<file path="config.mk">
export PLATFORM = sky130hd
export DESIGN_NAME = riscv_pipeline_top
export DESIGN_NICKNAME = d
export VERILOG_FILES = /design/src/rtl/riscv_pipeline_top.sv
export SDC_FILE = /design/constraint.sdc
export NUM_CORES = 1
export LEC_CHECK = 0
export BUFFER_PORTS_ARGS = -buffer_cell sky130_fd_sc_hd__buf_2
export CAP_MARGIN = 20
export CORE_ASPECT_RATIO = 0.6
export CORE_MARGIN = 2
export CORE_UTILIZATION = 43
export CTS_BUF_LIST = sky130_fd_sc_hd__clkbuf_2 sky130_fd_sc_hd__clkbuf_4 sky130_fd_sc_hd__clkbuf_8
export CTS_CLUSTER_SIZE = 28
export DETAILED_ROUTE_END_ITERATION = 12
export PLACE_DENSITY = 0.77
export SYNTH_ARGS = -nofsm -noshare
export SYNTH_HDL_FRONTEND = slang
export SYNTH_HIERARCHICAL = 1
export SYNTH_SLANG_ARGS = --single-unit
</file>
<file path="constraint.sdc">
create_clock -name clk -period 1.5 [get_ports clk]
set_input_delay 0.075 -clock clk [delete_from_list [all_inputs] [get_ports clk]]
set_output_delay 0.075 -clock clk [all_outputs]
set_load 0.05 [all_outputs]
</file>
<file path="src/rtl/riscv_pipeline_top.sv">
// RV32I integer core: five-stage IF/ID/EX/MEM/WB pipeline with combinational fetch,
// EX-stage operand forwarding and a write-before-read register file. No loads, stores or branches.

module RegisterFile (
  input  logic        clk,
  input  logic        reset,
  input  logic [4:0]  rs1,
  input  logic [4:0]  rs2,
  output logic [31:0] rdata1,
  output logic [31:0] rdata2,
  input  logic        we,
  input  logic [4:0]  wa,
  input  logic [31:0] wd
);

  logic [31:0] RegFiles [0:31] = '{default: 32'h0};

  always_ff @(posedge clk) begin
    if (reset) begin
      for (int i = 0; i < 32; i++) RegFiles[i] <= 32'h0;
    end else if (we && (wa != 5'd0)) begin
      RegFiles[wa] <= wd;
    end
  end

  // A write landing this cycle is bypassed so ID sees the value WB is committing.
  always_comb begin
    rdata1 = RegFiles[rs1];
    rdata2 = RegFiles[rs2];
    if (we && (wa != 5'd0) && (wa == rs1)) rdata1 = wd;
    if (we && (wa != 5'd0) && (wa == rs2)) rdata2 = wd;
    if (rs1 == 5'd0) rdata1 = 32'h0;
    if (rs2 == 5'd0) rdata2 = 32'h0;
  end

endmodule

module riscv_core (
  input  logic        clk,
  input  logic        reset,
  output logic [31:0] InstAddr,
  input  logic [31:0] Instruction
);

  typedef enum logic [3:0] {
    ALU_ADD, ALU_SUB, ALU_SLL, ALU_SLT, ALU_SLTU,
    ALU_XOR, ALU_SRL, ALU_SRA, ALU_OR, ALU_AND
  } alu_op_t;

  typedef enum logic [1:0] {A_REG, A_PC, A_ZERO} asel_t;

  logic [31:0] pc = 32'h0;
  logic [31:0] ifid_inst = 32'h0;
  logic [31:0] ifid_pc = 32'h0;

  logic [31:0] idex_pc = 32'h0;
  logic [31:0] idex_rv1 = 32'h0;
  logic [31:0] idex_rv2 = 32'h0;
  logic [31:0] idex_imm = 32'h0;
  logic [4:0]  idex_rs1 = 5'd0;
  logic [4:0]  idex_rs2 = 5'd0;
  logic [4:0]  idex_rd = 5'd0;
  logic        idex_we = 1'b0;
  logic        idex_bimm = 1'b0;
  alu_op_t     idex_op = ALU_ADD;
  asel_t       idex_asel = A_REG;

  logic [31:0] exmem_result = 32'h0;
  logic [4:0]  exmem_rd = 5'd0;
  logic        exmem_we = 1'b0;

  logic [31:0] memwb_result = 32'h0;
  logic [4:0]  memwb_rd = 5'd0;
  logic        memwb_we = 1'b0;

  logic [6:0]  id_opcode;
  logic [2:0]  id_f3;
  logic [4:0]  id_rs1, id_rs2, id_rd;
  logic [31:0] id_imm, id_rv1, id_rv2;
  logic        id_we, id_bimm;
  alu_op_t     id_op;
  asel_t       id_asel;

  logic [31:0] fwd_a, fwd_b, alu_a, alu_b, alu_result;
  logic [4:0]  shamt;

  assign InstAddr = pc;

  always_ff @(posedge clk) begin
    if (reset) begin
      pc        <= 32'h0;
      ifid_inst <= 32'h0;
      ifid_pc   <= 32'h0;
    end else begin
      pc        <= pc + 32'd4;
      ifid_inst <= Instruction;
      ifid_pc   <= pc;
    end
  end

  assign id_opcode = ifid_inst[6:0];
  assign id_f3     = ifid_inst[14:12];
  assign id_rs1    = ifid_inst[19:15];
  assign id_rs2    = ifid_inst[24:20];
  assign id_rd     = ifid_inst[11:7];

  RegisterFile u_RegisterFile (
    .clk    (clk),
    .reset  (reset),
    .rs1    (id_rs1),
    .rs2    (id_rs2),
    .rdata1 (id_rv1),
    .rdata2 (id_rv2),
    .we     (memwb_we),
    .wa     (memwb_rd),
    .wd     (memwb_result)
  );

  // Unsupported opcodes fall through with id_we=0 and behave as NOPs.
  always_comb begin
    id_we   = 1'b0;
    id_bimm = 1'b1;
    id_asel = A_REG;
    id_imm  = {{20{ifid_inst[31]}}, ifid_inst[31:20]};
    case (id_f3)
      3'b000:  id_op = (id_opcode == 7'b0110011 && ifid_inst[30]) ? ALU_SUB : ALU_ADD;
      3'b001:  id_op = ALU_SLL;
      3'b010:  id_op = ALU_SLT;
      3'b011:  id_op = ALU_SLTU;
      3'b100:  id_op = ALU_XOR;
      3'b101:  id_op = ifid_inst[30] ? ALU_SRA : ALU_SRL;
      3'b110:  id_op = ALU_OR;
      default: id_op = ALU_AND;
    endcase
    case (id_opcode)
      7'b0110111: begin
        id_we   = 1'b1;
        id_asel = A_ZERO;
        id_imm  = {ifid_inst[31:12], 12'h000};
        id_op   = ALU_ADD;
      end
      7'b0010111: begin
        id_we   = 1'b1;
        id_asel = A_PC;
        id_imm  = {ifid_inst[31:12], 12'h000};
        id_op   = ALU_ADD;
      end
      7'b0010011: id_we = 1'b1;
      7'b0110011: begin
        id_we   = 1'b1;
        id_bimm = 1'b0;
      end
      default: id_we = 1'b0;
    endcase
  end

  always_ff @(posedge clk) begin
    if (reset) begin
      idex_we <= 1'b0;
      idex_rd <= 5'd0;
    end else begin
      idex_we <= id_we;
      idex_rd <= id_rd;
    end
    idex_pc   <= ifid_pc;
    idex_rv1  <= id_rv1;
    idex_rv2  <= id_rv2;
    idex_imm  <= id_imm;
    idex_rs1  <= id_rs1;
    idex_rs2  <= id_rs2;
    idex_op   <= id_op;
    idex_asel <= id_asel;
    idex_bimm <= id_bimm;
  end

  // The younger producer (EX/MEM) wins over MEM/WB when both target the same source.
  always_comb begin
    fwd_a = idex_rv1;
    fwd_b = idex_rv2;
    if (memwb_we && (memwb_rd != 5'd0) && (memwb_rd == idex_rs1)) fwd_a = memwb_result;
    if (memwb_we && (memwb_rd != 5'd0) && (memwb_rd == idex_rs2)) fwd_b = memwb_result;
    if (exmem_we && (exmem_rd != 5'd0) && (exmem_rd == idex_rs1)) fwd_a = exmem_result;
    if (exmem_we && (exmem_rd != 5'd0) && (exmem_rd == idex_rs2)) fwd_b = exmem_result;
  end

  always_comb begin
    case (idex_asel)
      A_PC:    alu_a = idex_pc;
      A_ZERO:  alu_a = 32'h0;
      default: alu_a = fwd_a;
    endcase
    alu_b = idex_bimm ? idex_imm : fwd_b;
    shamt = alu_b[4:0];
    case (idex_op)
      ALU_SUB:  alu_result = alu_a - alu_b;
      ALU_SLL:  alu_result = alu_a << shamt;
      ALU_SLT:  alu_result = {31'h0, $signed(alu_a) < $signed(alu_b)};
      ALU_SLTU: alu_result = {31'h0, alu_a < alu_b};
      ALU_XOR:  alu_result = alu_a ^ alu_b;
      ALU_SRL:  alu_result = alu_a >> shamt;
      ALU_SRA:  alu_result = $unsigned($signed(alu_a) >>> shamt);
      ALU_OR:   alu_result = alu_a | alu_b;
      ALU_AND:  alu_result = alu_a & alu_b;
      default:  alu_result = alu_a + alu_b;
    endcase
  end

  always_ff @(posedge clk) begin
    if (reset) begin
      exmem_we <= 1'b0;
      exmem_rd <= 5'd0;
      memwb_we <= 1'b0;
      memwb_rd <= 5'd0;
    end else begin
      exmem_we <= idex_we;
      exmem_rd <= idex_rd;
      memwb_we <= exmem_we;
      memwb_rd <= exmem_rd;
    end
    exmem_result <= alu_result;
    memwb_result <= exmem_result;
  end

endmodule

module riscv_pipeline_top (
  input  logic        clk,
  input  logic        reset,
  output logic [31:0] InstAddr,
  input  logic [31:0] Instruction
);

  riscv_core core (
    .clk         (clk),
    .reset       (reset),
    .InstAddr    (InstAddr),
    .Instruction (Instruction)
  );

endmodule

</file>
# Yosys cells after proc, flatten, opt, wreduce, memory -nomap -nowiden
# Cells that the tools add are included.
[totals]
register_bits = 32
inputBits = 34
output_inout_bits = 32
wordCells = 2
[op_classes]
add_sub_neg = 1
[ops]
columns = ["cell", "count"]
rows = [
  ["32-bit by 3-bit adder with 32-bit output (second input constant)", 1],
]

# Logic depth before layout (Yosys ltp)
# Gate-level depths: netlist of the first run.
[logic_depth]
ltp_word = 1
ltp_mapped = 6
mapped_depth_nobuf = 5

# Worst setup path before layout of the first run
# No wires, ideal clock.
[synth_timing]
path_type = "register to register"
from = "reg core.pc[2] (netlist: core/InstAddr[2])"
to = "reg core.pc[26] (netlist: core/InstAddr[26])"
setup_time_ns = 0.071
arrival_time_ns = 1.954
required_time_ns = 1.429
path_slack_ns = -0.525
stages_incl_launch_ff = 7
path_buffers = 1
period_less_slack_ns = 2.025
cell_sequence = "dfxtp_1 > ha_1 > and4_1 > buf_2 > nand4_1 > or3_1 > a21oi_1"
[synth_between]
elab_chain_cells = 1
[synth_rtl]
columns = ["item", "line_no", "text"]
rows = [
  ["from (decl)", "52", "logic [31:0] pc = 32'h0;"],
  ["from (signal assigned)", "95", "pc <= pc + 32'd4;"],
  ["32-bit by 3-bit adder with 32-bit output", "95", ""],
]
# No other way between the ends.
# A chain may end at the register's enable or synchronous reset.

# Worst setup path after layout of the first run
[layout_timing]
from = "reg core.pc[2] (netlist: core/InstAddr[2])"
to = "reg core.pc[28] (netlist: core/InstAddr[28])"
# Same word-level chain as after synthesis.

==> reports/metrics.yaml, run 1 <==
timing:
  slew_violations: 0
  grt_setup_unrepaired: "yes"
  max_freq_mhz: 650
  worst_slack_ns: -0.0387
  holdWs_ns: 0.212
  period_share: 1.03
  finClkSkew_ns: 0.00846
  fin_crit_ns: 1.54
  finalSetupTns_ns: -0.0633
  hold_viol_final: 0
  setup_viol: 2
floorplanning:
  dieWidth_um: 79.1
  fp-row-count: 16
  io_pins: 66
  core_region_area_mm2: 0.00324
  dieHeight_um: 49.0
  start_util: 0.448
  die-area_mm2: 0.00388
critical_path:
  required_ns: 1.67
  crit_chain: "ha_4, and4_4, buf_6, nand4_1, buf_4, o21a_1, o21ba_1"
  rr_startpoint: "core/InstAddr[2]"
  rrSetupSlack_ns: -0.04
  cp_max_fo: 3
  crit_type: "flop to flop"
  path_buf_inv: 2
  crit_arrival_ns: 1.71
  crit_path_end_kind: "flop"
  crit_slowest_cell: "dfxtp_4"
  critPathLaunch: "core/InstAddr[2]"
  startpoint_type: "flop"
  crit_family: "flip-flops"
  cp_slowest_stage_delay_ns: 0.36
logic_synthesis:
  synthArstFlopShare: 0
  ys_seq_area_frac: 0.413
  synth_ff_type: "dfxtp_1"
  syn_inst: 169
  postSynthAreaPerCell_um2: 8.60
  yosysWarnings: 6
  synth_edf_count: 0
  syn_area_mm2: 0.00145
  synth-seq-cells: 30
  ys_types: 30
detailed_routing:
  drtAntennaViolNets: 0
  viasPerCell: 5.53
  vias: 1597
  wirelength_um: 4360
  drt_first_iter_violations: 127
  drtPass1Iterations: 4
  wire_per_inst_um: 15.1
  drc: 0
global_routing:
  grt_use_total: 0.220
  antenna_found_initial: 0
  grt_max_degree: 23
  overflow: 0
  grt_pass1_vias: 1434
  grt_pass1_wl_um: 6750
cells_and_area:
  mostFrequentLayoutCell: "buf_4"
  num_antenna_cells: 0
  fin_cells: 289
  nNetsFinal: 278
  syn2layout_area_growth_pct: 56.5
  final_cell_mix: "buf_4 (40), buf_2 (31), dfxtp_4 (22)"
  fillers: 240
  stdcell_area_mm2: 0.00227
  drive_gt1_frac: 0.545
  largest_reg_flops: 30
clocking:
  clock_path_buffers: 2
  clkLatencyLatePin_ns: 0.29
  cts_made_buffers: 5
  cts-root-buf: "clkbuf_8"
  cts.clk_slew.worst_paths_ns: 0.06
  ctsHoldBuffers: 0
  cts.sinks: 30
  cts_max_level: 2
  cts_tree: "yes"
power_and_ir_drop:
  swShare: 0.227
  power.density_mw_per_mm2: 731
  internal_power_w: 0.00129
  pwr-share-seq: 0.467
  switchingPower_w: 0.000378
  p_leak_nw: 0.983
  clkPwrFrac: 0.477
  p_comb_frac: 0.056
  ir_drop_mv: 0.688
placement:
  port_buffers: 31
  hpwl_um: 2810
  place_area_mm2: 0.00199
  place.gp.congestion: 0.842
  dp_cells: 271
  preCtsSetupSlack_ns: -0.0671
min_path:
  hp-class: "input pin to flop"
  hp-start: "reset"
outcome:
  outcome: "finished, violations left"
  violations: "setup timing"
job:
  max_cap_violations: 0
worst register-to-register path: cells and delay by family (launching register included):
| kind | cells | cell delay [ns] |
|---|---|---|
| adder cells (fa/ha/maj) | 1 | 0.13 |
| AO/OA/AOI/OAI | 2 | 0.34 |
| buffers and inverters | 2 | 0.28 |
| AND/OR/NAND/NOR | 2 | 0.33 |
| flip-flops | 1 | 0.36 |
logic make-up after synthesis:
kind of cell / count (synthesis) / synth area share
other: 1 / 0.00258
adder cells (fa/ha/maj): 1 / 0.00860
AO/OA/AOI/OAI: 30 / 0.117
multiplexers: 1 / 0.00774
buffers and inverters: 14 / 0.0516
XOR/XNOR: 12 / 0.0723
AND/OR/NAND/NOR: 80 / 0.327
flip-flops: 30 / 0.413
through the flow:
step	util	total power (W)
CTS	0.666	0.00167
floorplan	-	0.000857
global route	0.701	0.00172
finish	0.701	0.00166
detailed placement	0.614	0.000881
global placement	0.614	0.000879
worst paths after layout:
check / endpoint / cells past startpoint
hold / removal: core/InstAddr[2] / 2
hold reg to reg: core/InstAddr[31] / 2
setup / recovery: core/InstAddr[28] / 7
setup reg to reg: core/InstAddr[28] / 7
synthesized netlist by cell type, types with 5 or more instances:
master / count / area share
o21ai_0: 6 / 0.021
dfxtp_1: 30 / 0.41
xor2_1: 9 / 0.054
or3_1: 9 / 0.039
o31ai_1: 5 / 0.026
nor2_1: 14 / 0.036
nand3_1: 11 / 0.038
a21oi_1: 14 / 0.048
buf_4: 5 / 0.026
or4_1: 5 / 0.026
and4_1: 9 / 0.054
nand4_1: 10 / 0.043
nand2_1: 8 / 0.021
cell type report:
cell class | count | area, µm² | share of cell area
clock inverter | 3 | 40.0 | 0.0176
inverter | 3 | 11.3 | 0.00495
sequential | 30 | 691 | 0.304
tap | 45 | 56.3 | 0.0248
timing repair buffer | 76 | 512 | 0.225
multi-input combinational | 127 | 896 | 0.394
clock buffer | 5 | 68.8 | 0.0303
power by group through the flow:
stage / combinational, W / clock (W) / sequential (W)
global placement: 0.0000852 / 0 / 0.000794
finish: 0.0000931 / 0.000794 / 0.000776
detailed placement: 0.0000864 / 0 / 0.000794
CTS: 0.0000920 / 0.000804 / 0.000776
floorplan: 0.0000364 / 0 / 0.000820
global route: 0.0000999 / 0.000847 / 0.000777
what timing repair did:
action / in CTS / in global routing
cloned: 1 / 0
setup buffers: 3 / 6
gates resized for setup: 11 / 16
pin swaps: 4 / 13
setup endpoints to repair: 8 / 14
routing by layer:
metal	share of wire	vias to the layer above	GRT usage	wire, µm
li1	-	776	-	-
met1	0.46	760	0.316	2020
met3	0.071	4	0.0389	309
met4	0.010	0	0.0862	45
met5	0	-	0	0
met2	0.46	57	0.326	1990
Power figures use the tool's default switching activity.
==> run 2, diff against run 1 <==
--- a/config.mk
+++ b/config.mk
@@ -7,13 +7,15 @@
 export LEC_CHECK = 0
 export BUFFER_PORTS_ARGS = -buffer_cell sky130_fd_sc_hd__buf_2
 export CAP_MARGIN = 20
-export CORE_ASPECT_RATIO = 0.6
+export CORE_ASPECT_RATIO = 1.25
 export CORE_MARGIN = 2
 export CORE_UTILIZATION = 43
 export CTS_BUF_LIST = sky130_fd_sc_hd__clkbuf_2 sky130_fd_sc_hd__clkbuf_4 sky130_fd_sc_hd__clkbuf_8
 export CTS_CLUSTER_SIZE = 28
 export DETAILED_ROUTE_END_ITERATION = 12
+export GPL_TIMING_DRIVEN = 0
 export PLACE_DENSITY = 0.77
+export SETUP_SLACK_MARGIN = 0.15
 export SYNTH_ARGS = -nofsm -noshare
 export SYNTH_HDL_FRONTEND = slang
 export SYNTH_HIERARCHICAL = 1
==> run 2 against run 1 <==
Compared with the run above: the flow still finishes with violations (setup timing); non-clock buffer count shrank 13; total power shrank 14%; critical path depth is the same; final cell count shrank 8.3%; sequential cell count is the same; design area shrank 5.0%; die area shrank 0.32%; hold slack lost 0.069 ns; routed wire length shrank 9.7%; register-to-register slack lost 0.05 ns; clock power shrank 27%; largest cell class unchanged; highest routed layer unchanged.
==> reports/metrics.yaml, run 2 (same netlist as run 1, synthesis figures left out) <==
detailed_routing:
  drtPass1Iterations: 4  # unchanged
  wire_per_inst_um: 14.9  # was 15.1 µm
  viasPerCell: 5.56  # was 5.53
  drtAntennaViolNets: 0  # unchanged
  drc: 0  # unchanged
  wirelength_um: 3940  # was 4360 µm
  drt_first_iter_violations: 58  # was 127
  vias: 1474  # was 1,597
cells_and_area:
  final_cell_mix: "buf_2 (32), dfxtp_4 (27), buf_4 (21)"  # was buf_4 (40), buf_2 (31), dfxtp_4 (22)
  syn2layout_area_growth_pct: 48.7  # was 56.5%
  fillers: 279  # was 240
  stdcell_area_mm2: 0.00216  # was 0.00227 mm²
  multiInputGateArea_um2: 917  # was 896 µm²
  drive_gt1_frac: 0.531  # was 0.545
  seqCellArea_um2: 703  # was 691 µm²
  num_antenna_cells: 0  # unchanged
  nNetsFinal: 264  # was 278
  largest_reg_flops: 30  # unchanged
  mostFrequentLayoutCell: "buf_2"  # was buf_4
  finalCoreUtilization: 0.671  # was 0.701
floorplanning:
  io_pins: 66  # unchanged
  start_util: 0.451  # was 0.448
  die-area_mm2: 0.00387  # was 0.00388 mm²
  dieHeight_um: 69.0  # was 49.0 µm
  dieWidth_um: 56.0  # was 79.1 µm
  core_region_area_mm2: 0.00322  # was 0.00324 mm²
  fp-row-count: 23  # was 16
timing:
  hold_viol_final: 0  # unchanged
  relSlewSlack: 0.607
  finalSetupTns_ns: -0.456  # was -0.0633 ns
  fin_crit_ns: 1.59  # was 1.54 ns
  slew_violations: 0  # unchanged
  grt_setup_unrepaired: "yes"  # unchanged
  max_freq_mhz: 629  # was 650 MHz
  period_share: 1.06  # was 1.03
  setup_viol: 10  # was 2
  worst_slack_ns: -0.0898  # was -0.0387 ns
  finClkSkew_ns: 0.00309  # was 0.00846 ns
  worst_pin_slew_ns: 0.589
global_routing:
  grt_max_degree: 11  # was 23
  grt_pass1_wl_um: 6600  # was 6750 µm
  grt_use_total: 0.214  # was 0.220
  grt_pass1_vias: 1508  # was 1,434
  antenna_found_initial: 0  # unchanged
  overflow: 0  # unchanged
critical_path:
  crit_arrival_ns: 1.79  # was 1.71 ns
  startpoint_type: "flop"  # unchanged
  rrSetupSlack_ns: -0.09  # was -0.04 ns
  required_ns: 1.70  # was 1.67 ns
  crit_type: "flop to flop"  # unchanged
  cp_max_fo: 4  # was 3
  crit_path_end_kind: "flop"  # unchanged
clocking:
  cts_made_buffers: 5  # unchanged
  cts.clk_slew.worst_paths_ns: 0.06  # about the same
  cts_max_level: 2  # unchanged
  cts-root-buf: "clkbuf_8"  # unchanged
  cts_tree: "yes"  # unchanged
  clock_path_buffers: 2  # unchanged
  ctsHoldBuffers: 0  # unchanged
  clkLatencyLatePin_ns: 0.28  # was 0.29 ns
  cts.sinks: 30  # unchanged
placement:
  port_buffers: 31  # unchanged
  place_area_mm2: 0.00183  # was 0.00199 mm²
  preCtsSetupSlack_ns: -0.272  # was -0.0671 ns
  place.gp.congestion: 0.797  # was 0.842
  hpwl_um: 2630  # was 2810 µm
min_path:
  hp-class: "input pin to flop"  # unchanged
power_and_ir_drop:
  ir_drop_mv: 0.471  # was 0.688 mV
  p_leak_nw: 0.871  # was 0.983 nW
  power.density_mw_per_mm2: 665  # was 731 mW/mm²
outcome:
  outcome: "finished, violations left"  # unchanged
  violations: "setup timing"  # unchanged
job:
  max_cap_violations: 0  # unchanged
## run 2: cell types whose count changed in the layout (fill, tap and decap cells not counted), moves of 3 or more
cell,before,now
nand2_1,8,5
dfxtp_4,22,27
dfxtp_2,6,1
buf_4,40,21
clkbuf_1,0,3
## run 2: worst max-delay path, cell delays in order, from the launching register on
cell and delay (ns):
dfxtp_4 0.36, ha_4 0.13, and4_4 0.23, buf_6 0.10
buf_4 0.13, nand4_1 0.11, or3_1 0.34, a21oi_2 0.12
## run 2: routing by layer
metal | track usage | wire [µm] | vias up
met3 | 0.0563 | 146 | 6
li1 | - | - | 735
met1 | 0.224 | 1570 | 705
met4 | 0.103 | 55 | 0
met5 | 0 | 0 | -
met2 | 0.387 | 2170 | 28
## run 2: worst paths after layout
path | cells past startpoint | startpoint | end
hold reg to reg | 2 | core/InstAddr[31] | core/InstAddr[31]
hold / removal | 3 | reset | core/InstAddr[29]
setup / recovery | 7 | core/InstAddr[2] | core/InstAddr[24]
setup reg to reg | 7 | core/InstAddr[2] | core/InstAddr[24]
## run 2: area by class of cell
class / count / area share
multi-input combinational: 126 / 0.424
sequential: 30 / 0.325
timing repair buffer: 52 / 0.145
buffer: 11 / 0.0451
clock buffer: 5 / 0.0318
tap: 37 / 0.0214
inverter: 3 / 0.00521
clock inverter: 1 / 0.00174
## run 2: what timing repair did
item | 4_1_cts | 5_1_grt
buffers inserted | 18 | 2
cloned | 1 | 0
endpoints found under the setup margin | 16 | 22
pin swaps | 20 | 12
resized for setup | 6 | 18
## run 2: power by group
part | total (W) | switching, W | internal (W)
sequential | 0.000768 | 0.00000796 | 0.000760
combinational | 0.0000924 | 0.0000645 | 0.0000278
clock | 0.000577 | 0.000276 | 0.000301
## run 2: stage by stage
stage	total power (W)	hold WS, ns	cells
6_report	0.00144	0.143	265
5_1_grt	0.00150	0.158	265
4_1_cts	0.00145	0.138	263
3_5_place_dp	0.000866	0.434	238
3_3_place_gp	0.000862	0.415	238
2_1_floorplan	0.000848	0.283	170
==> run 3, diff against run 2 <==
--- a/config.mk
+++ b/config.mk
@@ -5,7 +5,7 @@
 export SDC_FILE = /design/constraint.sdc
 export NUM_CORES = 1
 export LEC_CHECK = 0
-export BUFFER_PORTS_ARGS = -buffer_cell sky130_fd_sc_hd__buf_2
+export BUFFER_PORTS_ARGS = -buffer_cell sky130_fd_sc_hd__buf_4
 export CAP_MARGIN = 20
 export CORE_ASPECT_RATIO = 1.25
 export CORE_MARGIN = 2
==> run 3 against run 2 <==
Compared with the run above: the run still ends with setup timing left; hold slack gained 0.014 ns; maximum frequency shrank 1.8%; clock skew grew 0.0017 ns; combinational power grew 2%; global-route usage grew 1.3 points; design area grew 6.9%; critical path type unchanged.
==> reports/metrics.yaml, run 3 (same netlist as run 1, synthesis figures left out) <==
outcome:
  outcome: "finished, violations left"  # unchanged
  violations: "setup timing"  # unchanged
critical_path:
  crit_chain: "ha_4, and4_1, buf_6, nand4_1, buf_6, or3_4, a21oi_2"  # was ha_4, and4_4, buf_6, buf_4, nand4_1, or3_1, a21oi_2
  crit_arrival_ns: 1.83  # was 1.79 ns
  crit_slowest_cell: "dfxtp_4"  # unchanged
  required_ns: 1.71  # was 1.70 ns
  cp_slowest_stage_delay_ns: 0.37  # was 0.36 ns
  startpoint_type: "flop"  # unchanged
  cp_max_fo: 8  # was 4
  crit_path_end_kind: "flop"  # unchanged
  crit_top_cell: "buf_6"
  crit_type: "flop to flop"  # unchanged
cells_and_area:
  nNetsFinal: 270  # was 264
  syn2layout_area_growth_pct: 59.0  # was 48.7%
  largest_reg_flops: 30  # unchanged
  mostFrequentLayoutCell: "buf_4"  # was buf_2
  final_cell_mix: "buf_4 (54), dfxtp_4 (27), nor2_1 (14)"  # was buf_2 (32), dfxtp_4 (27), buf_4 (21)
  num_antenna_cells: 0  # unchanged
  drive_gt1_frac: 0.538  # was 0.531
  fin_cells: 271  # was 265
detailed_routing:
  drc: 0  # unchanged
  drtPass1Iterations: 4  # unchanged
  drt_first_iter_violations: 61  # was 58
  viasPerCell: 5.74  # was 5.56
  wirelength_um: 4400  # was 3940 µm
  wire_per_inst_um: 16.2  # was 14.9 µm
  drtAntennaViolNets: 0  # unchanged
  vias: 1556  # was 1,474
floorplanning:
  io_pins: 66  # unchanged
  start_util: 0.451  # unchanged
  fp-row-count: 23  # unchanged
  core_region_area_mm2: 0.00322  # unchanged
  die-area_mm2: 0.00387  # unchanged
  dieHeight_um: 69.0  # unchanged
  dieWidth_um: 56.0  # unchanged
global_routing:
  overflow: 0  # unchanged
  grt_use_total: 0.227  # was 0.214
  grt_pass1_wl_um: 6880  # was 6600 µm
  antenna_found_initial: 0  # unchanged
  grt_pass1_vias: 1530  # was 1,508
  grt_max_degree: 11  # unchanged
power_and_ir_drop:
  p_leak_nw: 0.931  # was 0.871 nW
  ir_drop_mv: 0.637  # was 0.471 mV
  total_power_w: 0.00145  # was 0.00144 W
  power.density_mw_per_mm2: 629  # was 665 mW/mm²
timing:
  grt_setup_unrepaired: "yes"  # unchanged
  worst_slack_ns: -0.119  # was -0.0898 ns
  worst_pin_slew_ns: 0.579  # was 0.589 ns
  slew_violations: 0  # unchanged
  setup_viol: 15  # was 10
  period_share: 1.08  # was 1.06
  finClkSkew_ns: 0.00479  # was 0.00309 ns
  relSlewSlack: 0.614  # was 0.607
  fin_crit_ns: 1.62  # was 1.59 ns
  hold_viol_final: 0  # unchanged
  max_freq_mhz: 618  # was 629 MHz
clocking:
  cts_made_buffers: 5  # unchanged
  cts-root-buf: "clkbuf_8"  # unchanged
  cts_max_level: 2  # unchanged
  clock_path_buffers: 2  # unchanged
  cts.sinks: 30  # unchanged
  clkLatencyLatePin_ns: 0.29  # was 0.28 ns
  cts_tree: "yes"  # unchanged
  cts.clk_slew.worst_paths_ns: 0.06  # about the same
  ctsHoldBuffers: 0  # unchanged
placement:
  place.gp.congestion: 0.798  # was 0.797
  dp_cells: 238  # unchanged
  hpwl_um: 2600  # was 2630 µm
  port_buffers: 31  # unchanged
job:
  max_cap_violations: 0  # unchanged
min_path:
  hp-class: "input pin to flop"  # unchanged
run 3: cell type report:
type                    instances  area [µm²]
multi-input cells             126         923
fillers                       243         911
flip-flops and latches         30         703
repair buffers                 58         458
plain buffers                  11        97.6
clock buffers                   5        68.8
well taps                      37        46.3
inverters                       3        11.3
clock inverters                 1        3.75
run 3: what timing repair did:
| action | 4_1_cts | 5_1_grt |
|---|---|---|
| setup buffers | 19 | 7 |
| setup endpoints to repair | 17 | 22 |
| pin swaps | 18 | 24 |
| hold endpoints to repair | 0 | 0 |
| gates resized for setup | 13 | 18 |
| gates cloned | 1 | 0 |
run 3: worst paths after layout:
path	to	depth (start not counted)	start	slack (ns)
setup / recovery	core/InstAddr[20]	7	core/InstAddr[2]	-0.12
hold / removal	core/InstAddr[29]	3	reset	0.16
setup reg to reg	core/InstAddr[20]	7	core/InstAddr[2]	-0.12
hold reg to reg	core/InstAddr[31]	2	core/InstAddr[31]	0.50
run 3: report_power, final:
group          switching, W  internal (W)  leakage (nW)
Combinational     0.0000629     0.0000313         0.629
Clock              0.000290      0.000301        0.0375
Sequential       0.00000898      0.000760         0.264
run 3: routing by layer:
metal,GRT usage,share of wire,up-vias
li1,-,-,748
met3,0.0675,0.038,8
met2,0.412,0.56,31
met4,0.103,0.020,0
met1,0.234,0.38,769
met5,0,0,-
run 3: critical path, delay by kind of cell, from the launching register on:
family / cells / cell delay (ns)
compound gates: 1 / 0.15
buf+inv: 2 / 0.28
flops: 1 / 0.37
fa+ha+maj: 1 / 0.13
simple gates: 3 / 0.62
run 3: through the flow:
| step | util | instance area, µm² | TNS [ns] | setup slack [ns] | hold slack, ns |
|---|---|---|---|---|---|
| 3_3_place_gp | 0.593 | 1910 | -0.842 | -0.206 | 0.416 |
| 2_1_floorplan | - | 1630 | -0.433 | -0.106 | 0.283 |
| 3_5_place_dp | 0.593 | 1910 | -1.33 | -0.317 | 0.432 |
| 4_1_cts | 0.678 | 2190 | -0.363 | -0.0846 | 0.154 |
| 5_1_grt | 0.717 | 2310 | -1.63 | -0.155 | 0.166 |
| 6_report | 0.717 | 2310 | -0.696 | -0.119 | 0.156 |
